`src/rtl/pager_arbiter.sv`:
```
`default_nettype none
// ============================================================================
// Module   : pager_arbiter
// Purpose  : Round-robin arbiter that serialises one requester's page code
//            onto a pager line as a SYNC + DATA + GAP frame.
// Revision : 1.0 - initial release
// ============================================================================
module pager_arbiter #(
    parameter int          N_REQ   = 4,
    parameter int          CODE_W  = 4,
    parameter logic [3:0]  SYNC    = 4'b0011,
    parameter int          GAP_CYC = 2
) (
    input  logic                      clk,
    input  logic                      rst,
    input  logic [N_REQ-1:0]          req,
    input  logic [N_REQ*CODE_W-1:0]   code,
    output logic [N_REQ-1:0]          gnt,
    output logic [1:0]                gnt_id,
    output logic                      x,
    output logic                      busy,
    output logic                      done
);

    localparam int               FRAME_W     = 4 + CODE_W;
    localparam int               CNT_W       = 8;
    localparam logic [CNT_W-1:0] C_SYNC_LAST = CNT_W'(3);
    localparam logic [CNT_W-1:0] C_DATA_LAST = CNT_W'(CODE_W - 1);
    localparam logic [CNT_W-1:0] C_GAP_LAST  = CNT_W'(GAP_CYC - 1);
    localparam logic [1:0]       C_ID_RST    = 2'(N_REQ - 1);

    typedef enum logic [1:0] {
        ST_IDLE = 2'd0,
        ST_SYNC = 2'd1,
        ST_DATA = 2'd2,
        ST_GAP  = 2'd3
    } state_t;

    state_t               state_q, state_d;
    logic [FRAME_W-1:0]   shreg_q, shreg_d;
    logic [CNT_W-1:0]     cnt_q,   cnt_d;
    logic [N_REQ-1:0]     gnt_q,   gnt_d;
    logic [1:0]           gnt_id_q, gnt_id_d;
    logic                 x_q,     x_d;
    logic                 busy_q,  busy_d;
    logic                 done_q,  done_d;

    logic                 w_found;
    logic [1:0]           w_winner;
    logic [1:0]           w_idx;
    logic [CODE_W-1:0]    w_code;

    // gnt_id doubles as the round-robin pointer: search starts just above it.
    always_comb begin
        w_found  = 1'b0;
        w_winner = gnt_id_q;
        w_idx    = '0;
        for (int k = 1; k <= N_REQ; k++) begin
            w_idx = 2'((int'(gnt_id_q) + k) % N_REQ);
            if (!w_found && req[w_idx]) begin
                w_found  = 1'b1;
                w_winner = w_idx;
            end
        end
    end

    assign w_code = code[w_winner*CODE_W +: CODE_W];

    always_comb begin
        state_d  = state_q;
        shreg_d  = shreg_q;
        cnt_d    = cnt_q;
        gnt_d    = '0;
        gnt_id_d = gnt_id_q;
        x_d      = 1'b0;
        busy_d   = busy_q;
        done_d   = 1'b0;

        case (state_q)
            ST_IDLE: begin
                busy_d = 1'b0;
                if (w_found) begin
                    gnt_d    = N_REQ'(1) << w_winner;
                    gnt_id_d = w_winner;
                    // First sync bit leaves now; the rest of the frame is queued.
                    x_d      = SYNC[3];
                    shreg_d  = {SYNC[2:0], w_code, 1'b0};
                    cnt_d    = '0;
                    busy_d   = 1'b1;
                    state_d  = ST_SYNC;
                end
            end

            ST_SYNC: begin
                x_d     = shreg_q[FRAME_W-1];
                shreg_d = shreg_q << 1;
                if (cnt_q == C_SYNC_LAST) begin
                    cnt_d   = '0;
                    state_d = ST_DATA;
                end else begin
                    cnt_d = cnt_q + CNT_W'(1);
                end
            end

            ST_DATA: begin
                if (cnt_q == C_DATA_LAST) begin
                    cnt_d   = '0;
                    shreg_d = '0;
                    state_d = ST_GAP;
                end else begin
                    x_d     = shreg_q[FRAME_W-1];
                    shreg_d = shreg_q << 1;
                    cnt_d   = cnt_q + CNT_W'(1);
                end
            end

            ST_GAP: begin
                if (cnt_q == C_GAP_LAST) begin
                    cnt_d   = '0;
                    done_d  = 1'b1;
                    busy_d  = 1'b0;
                    state_d = ST_IDLE;
                end else begin
                    cnt_d = cnt_q + CNT_W'(1);
                end
            end

            default: begin
                state_d = ST_IDLE;
                busy_d  = 1'b0;
            end
        endcase
    end

    always_ff @(posedge clk or posedge rst) begin
        if (rst) begin
            state_q  <= ST_IDLE;
            shreg_q  <= '0;
            cnt_q    <= '0;
            gnt_q    <= '0;
            gnt_id_q <= C_ID_RST;
            x_q      <= 1'b0;
            busy_q   <= 1'b0;
            done_q   <= 1'b0;
        end else begin
            state_q  <= state_d;
            shreg_q  <= shreg_d;
            cnt_q    <= cnt_d;
            gnt_q    <= gnt_d;
            gnt_id_q <= gnt_id_d;
            x_q      <= x_d;
            busy_q   <= busy_d;
            done_q   <= done_d;
        end
    end

    assign gnt    = gnt_q;
    assign gnt_id = gnt_id_q;
    assign x      = x_q;
    assign busy   = busy_q;
    assign done   = done_q;

endmodule
`default_nettype wire

```
`config.mk`:
```
export PLATFORM = sky130hd
export DESIGN_NAME = pager_arbiter
export DESIGN_NICKNAME = d
export VERILOG_FILES = /design/src/rtl/pager_arbiter.sv
export SDC_FILE = /design/constraint.sdc
export NUM_CORES = 1
export LEC_CHECK = 0
export CELL_PAD_IN_SITES_DETAIL_PLACEMENT = 0
export CELL_PAD_IN_SITES_GLOBAL_PLACEMENT = 1
export CORE_MARGIN = 2
export CORE_UTILIZATION = 40
export DETAILED_ROUTE_END_ITERATION = 8
export HOLD_SLACK_MARGIN = 0.02
export PLACE_DENSITY_LB_ADDON = 0.1
export SYNTH_ARGS = -nofsm -noshare
export SYNTH_HDL_FRONTEND = slang
export SYNTH_SLANG_ARGS = --single-unit
```
`constraint.sdc`:
```
create_clock -name clk -period 2.2 [get_ports clk]
set_clock_uncertainty 0.2 [all_clocks]
set_input_delay 0.66 -clock clk [delete_from_list [all_inputs] [get_ports clk]]
set_output_delay 0.66 -clock clk [all_outputs]
set_load 0.03 [all_outputs]
```
==> flow_summary.yaml, run 1 <==
sta:
  worst_slack_ns: 0.0588
  period_needed_ns: 2.14
  slew_headroom: 0.755
  rsz0062_at_grt: "false"
  finalCritPeriodShare: 0.973
  hold_viol: 0
  worst_pin_slew_ns: 0.365
  slew_violations: 0
  setup_viol: 0
  fmax_ghz: 0.467
  whs_ns: 0.267
synthesis:
  muxShareOfSynthArea: 0.0122
  ys_ff_latch: 26
  synth_edf_count: 0
  synthAdderAreaFrac: 0.0574
  synth_nets: 214
  syn_avg_cell_area_sq_um: 9.48
  synthFlopType: "dfrtp_1"
  synth_xor_area_frac: 0
  async_reset_ff_frac: 1.00
  synthCells: 184
  netlist_top_cells_area: "dfrtp_1, ha_1, nand2_1, nor2_1, dfstp_2"
  synthSimpleGateAreaFrac: 0.241
  synth_cell_types: 55
  synth_top_family_by_area: "compound AO/OA/AOI/OAI gates"
  yosys.area.top_type_share: 0.344
  yosys_warnings: 0
  synth-compound-area-share: 0.267
  yosys.area.top_type: "dfrtp_1"
  netlist_area_sq_um: 1740
  synth-seq-area-share: 0.374
placed_design:
  dp_slack_ns: -0.463
  portBuffers: 30
  finalWeightedCongestion: 0.785
  post_dp_cell_area_sq_um: 2270
  dpl.hpwl_um: 3230
floorplan:
  die-width_um: 70.0
  die_area_sq_um: 4900
  initial_core_util: 0.409
  num_rows: 24
  die_height_um: 70.0
  core_area_sq_um: 4260
  ios: 31
cts:
  post_cts_buffers: 0
  cts_tree: "done"
  clockRootBuffer: "clkbuf_8"
  numCtsBuffers: 3
  clk_latency_ns: 0.27
  cts.sinks: 26
  cts.htree.levels: 1
  clock_path_buffers: 2
  clkSlewWorstSetupHoldPaths_ns: 0.09
critical_path:
  critPathLaunchType: "register"
  critical_path_required_ns: 1.34
  crit_arrival_ns: 1.28
  crit_family: "buffers and inverters"
  crit_fanout: 1
  path_class: "reg -> out"
  worst-path-buf-inv: 1
  end_kind: "primary output"
  cpMaxStageDelayCell: "clkdlybuf4s50_1"
  cp_cell_sequence: "clkdlybuf4s50_1"
  critical_path.max_stage_delay_ns: 0.67
route:
  ant_nets: 0
  dr.pass1.iters: 4
  via_per_inst: 5.27
  drc: 0
  route.vias.total: 1535
  drt_wl_total_um: 4100
  routedWlPerCell_um: 14.1
  drt-initial-drc-count: 88
global_route:
  grt_pass1_vias: 1527
  antenna_found_initial: 0
  grtUsageTotal: 0.176
  grt_max_degree: 27
  overflow: 0
  grt_pass1_wl_um: 6920
run_status:
  outcome: "finished, final reports clean"
power:
  vdd_drop_max_mv: 0.244
  powerDensity_nw_per_um2: 417
  leakagePower_nw: 1.08
cells_and_area:
  synthToLayoutAreaGrowth_pct: 38.6
  diodes: 0
  drive_above_1_share: 0.293
  layout.nets: 270
  stdcell_area_sq_um: 2420
hold_path:
  hp-class: "reg -> reg"
flow_run:
  drv_cap: 0
layout by cell type (no fill, tap or decap), types with 5 or more instances in the layout:
cell,synthesis,routed
nor3_1,5,5
nand2b_1,6,6
nor2_1,15,15
nand2_1,15,15
o21ai_0,8,8
ha_1,8,8
clkdlybuf4s50_1,0,23
buf_4,1,29
a21oi_1,8,7
inv_1,10,10
a22o_1,5,5
dfrtp_1,24,23
final timing paths:
kind	start	endpoint	slack [ns]	cells after the start
max	gnt[2]	gnt[2]	0.06	1
min	shreg_q[7]	shreg_q[7]	0.27	2
max reg2reg	state_q[1]	shreg_q[4]	0.13	8
min reg2reg	shreg_q[7]	shreg_q[7]	0.27	2
max in group asynchronous	rst	gnt_id[1]	0.96	3
min in group asynchronous	rst	cnt_q[1]	0.54	3
registers in the layout, summed over array words and instances, names as in the netlist:
signal,count
gnt_id,2
gnt,4
shreg_q,7
state_q,2
busy,1
done,1
cnt_q,8
x,1
logic make-up (layout without fill, tap and decap cells):
logic type	Yosys count	count (layout)
AND/OR/NAND/NOR	73	73
AO/OA/AOI/OAI	57	57
flip-flops	26	26
buffers and inverters	18	73
adder cells (fa/ha/maj)	8	8
multiplexers	2	2
what timing repair did:
action                     in CTS  in global routing
hold buffers                    0                  0
pin swaps                       1                  1
setup endpoints to repair      17                 13
gates cloned                    0                  0
resized for setup              11                 11
layout make-up:
class / instances / area [sq um]
clock buffer: 3 / 41.3
clock inverter: 1 / 30.0
fill: 389 / 1850
inverter: 11 / 41.3
multi-input combinational: 140 / 1080
sequential: 26 / 654
tap: 52 / 65.1
timing repair buffer: 58 / 508
metal layers:
metal | share of wire | track usage | vias to the layer above
met5 | 0 | 0 | -
met2 | 0.52 | 0.322 | 30
li1 | - | - | 775
met1 | 0.44 | 0.208 | 725
met4 | 0.018 | 0.0705 | 0
met3 | 0.021 | 0.0188 | 5
report_power, final:
group          leakage (nW)  total [mW]  switching, mW  internal [mW]
logic                 0.716       0.134         0.0596         0.0741
clock network        0.0357       0.398          0.154          0.244
registers             0.324       0.478              0          0.478
Yosys cell counts, types with 3 or more instances:
cell type  count
a21oi_1        8
o31a_1         3
nor3_1         5
nor4_1         3
o21ai_0        8
a22o_1         5
ha_1           8
nand2_1       15
a211oi_1       4
dfrtp_1       24
inv_1         10
nor2b_1        3
nor2_1        15
o21ai_1        4
nand2b_1       6
a31oi_1        4
and2_1         4
nand3_1        4
and3_1         3
buf_2          4
per-stage QoR:
| stage | utilization | setup TNS, ns | power (mW) | instances |
|---|---|---|---|---|
| final | 0.567 | 0 | 1.01 | 291 |
| after global routing | 0.567 | 0 | 1.05 | 291 |
| after CTS | 0.557 | -0.00111 | 1.02 | 291 |
| after detailed placement | 0.533 | -8.09 | 0.614 | 287 |
| after global placement | 0.533 | -6.65 | 0.611 | 287 |
| after floorplan | - | 0 | 0.541 | 184 |
worst reg2reg max path: stages (launching register included):
cell and delay, ns:
dfrtp_1 0.41, inv_1 0.11, ha_1 0.32, inv_1 0.13
a311oi_2 0.05, buf_4 0.18, and2_4 0.17, a2111oi_4 0.31
a211oi_1 0.08
(Power assumes the default switching activity.)
==> run 2: changes to the inputs <==
--- a/config.mk
+++ b/config.mk
@@ -12,6 +12,7 @@
 export DETAILED_ROUTE_END_ITERATION = 8
 export HOLD_SLACK_MARGIN = 0.02
 export PLACE_DENSITY_LB_ADDON = 0.1
+export SLEW_MARGIN = 10
 export SYNTH_ARGS = -nofsm -noshare
 export SYNTH_HDL_FRONTEND = slang
 export SYNTH_SLANG_ARGS = --single-unit
==> results of run 2 <==
The final DEF is identical to that of run 1; final timing and power are the same.
==> run 3: changes to the inputs <==
--- a/config.mk
+++ b/config.mk
@@ -11,6 +11,7 @@
 export CORE_UTILIZATION = 40
 export DETAILED_ROUTE_END_ITERATION = 8
 export HOLD_SLACK_MARGIN = 0.02
+export MAX_ROUTING_LAYER = met4
 export PLACE_DENSITY_LB_ADDON = 0.1
 export SLEW_MARGIN = 10
 export SYNTH_ARGS = -nofsm -noshare
==> run 3 against run 2 <==
Global-route usage increased by 1.2 points. Non-clock buffer count is 6 higher. Routed wire length increased by 7.5%. Clock power about the same. Combinational power grew 3%. Worst setup slack got worse by 0.030 ns. Register-to-register slack got worse by 0.03 ns. Via count increased by 3.5%. First-iteration DRC count shrank 9.1%.
==> flow_summary.yaml, run 3 (synthesis gave the netlist of run 1 again) <==
cells_and_area:
  diodes: 0
  regMostFlops: "cnt_q"
  mostFrequentLayoutCells: "buf_4, clkdlybuf4s50_1, dfrtp_1"
  multi_input_area_sq_um: 1080
  seqCellArea_sq_um: 654
  layout.nets: 276
  fillCellCount: 395
  stdcell_count: 297
  largest_reg_flops: 8
  synthToLayoutAreaGrowth_pct: 40.7
  final_common_cell: "buf_4"
  drive_above_1_share: 0.306
critical_path:
  end_kind: "primary output"
  cp_cell_sequence: "clkdlybuf4s50_1"
  crit_fanout: 2
  crit_arrival_ns: 1.31
  critical_path_required_ns: 1.34
  worst-path-buf-inv: 1
  crit_family: "buffers and inverters"
  path_class: "reg -> out"
  cpMaxStageDelayCell: "clkdlybuf4s50_1"
  critical_path.max_stage_delay_ns: 0.67
  critPathLaunchType: "register"
route:
  dr.pass1.iters: 4
  drc: 0
  drt_wl_total_um: 4410
  via_per_inst: 5.35
  route.vias.total: 1589
  drt-initial-drc-count: 80
  routedWlPerCell_um: 14.9
  ant_nets: 0
global_route:
  grt_max_degree: 17
  grt_pass1_vias: 1589
  antenna_found_initial: 0
  grtUsageTotal: 0.187
  overflow: 0
  grt_pass1_wl_um: 7160
floorplan:
  core_area_sq_um: 4260
  num_rows: 24
  die-width_um: 70.0
  ios: 31
  die_height_um: 70.0
  initial_core_util: 0.409
  die_area_sq_um: 4900
sta:
  slew_headroom: 0.731
  finalCritPeriodShare: 0.987
  whs_ns: 0.271
  hold_viol: 0
  period_needed_ns: 2.17
  fmax_ghz: 0.461
  setup_viol: 0
  worst_slack_ns: 0.0286
  slew_violations: 0
  worst_pin_slew_ns: 0.403
cts:
  numCtsBuffers: 3
  cts.htree.levels: 1
  cts.sinks: 26
  clockRootBuffer: "clkbuf_8"
  clock_path_buffers: 2
  clk_latency_ns: 0.27
  hold_buffers: 0
  clkSlewWorstSetupHoldPaths_ns: 0.09
  cts_tree: "done"
power:
  vdd_drop_max_mv: 0.272
  powerDensity_nw_per_um2: 414
  leakagePower_nw: 1.10
flow_run:
  drv_cap: 0
placed_design:
  dpl.hpwl_um: 3380
  finalWeightedCongestion: 0.770
  portBuffers: 30
  dp.cells: 287
  dp_slack_ns: -0.501
run_status:
  outcome: "finished, final reports clean"
hold_path:
  hp-class: "reg -> reg"
[run 3: changes by cell type in the layout (fill, tap and decap cells not counted), moves of 2 or more]
cell / previous run / this run
buf_4: 29 / 35
dlygate4sd2_1: 4 / 1
a2111oi_2: 2 / 0
a2111oi_4: 1 / 3
clkbuf_2: 0 / 2
[run 3: stage by stage]
stage / util / total power, mW / setup TNS [ns] / instance area (sq um)
global placement: 0.533 / 0.610 / -6.60 / 2270
floorplan: - / 0.541 / 0 / 1740
detailed placement: 0.533 / 0.613 / -8.07 / 2270
finish: 0.575 / 1.02 / 0 / 2450
CTS: 0.550 / 1.02 / -0.0673 / 2340
global route: 0.575 / 1.05 / -0.0780 / 2450
[run 3: power by group]
group	total [mW]	switching, mW	internal [mW]	leakage [nW]
clock	0.400	0.156	0.244	0.0357
sequential	0.478	0	0.478	0.324
combinational	0.138	0.0631	0.0753	0.739
total	1.02	0.219	0.797	1.10
[run 3: cell type report]
cell class | instances | area share
multi-input cells | 140 | 0.439
flip-flops and latches | 26 | 0.267
repair buffers | 64 | 0.222
well taps | 52 | 0.0265
clock buffers | 3 | 0.0168
inverters | 11 | 0.0168
clock inverters | 1 | 0.0122
[run 3: timing repair]
| item | 4_1_cts | 5_1_grt |
|---|---|---|
| gates resized for setup | 6 | 16 |
| endpoints found under the setup margin | 16 | 11 |
| pin swaps | 2 | 2 |
| setup buffers | 0 | 6 |
[run 3: worst register-to-register path, cell delays in order (launching register included)]
cell	delay (ns)
dfstp_2	0.54
buf_4	0.15
nand2_2	0.06
buf_4	0.14
a21oi_4	0.21
nor3_4	0.10
buf_4	0.16
a2111oi_4	0.33
a311oi_1	0.08
[run 3: worst paths after layout]
path	from	to	slack, ns	cells after the start
hold reg to reg	shreg_q[7]	shreg_q[7]	0.27	2
setup reg to reg	gnt_id[1]	shreg_q[2]	0.10	8
max in group asynchronous	rst	gnt_id[1]	1.05	3
setup / recovery	busy	busy	0.03	1
hold / removal	shreg_q[7]	shreg_q[7]	0.27	2
min in group asynchronous	rst	shreg_q[7]	0.48	3
[run 3: metal layers]
metal | GRT usage | vias up | wire length, um
met4 | 0.0662 | 0 | 64
met5 | - | - | 0
li1 | - | 787 | -
met3 | 0.0188 | 5 | 113
met2 | 0.331 | 33 | 2320
met1 | 0.222 | 764 | 1920
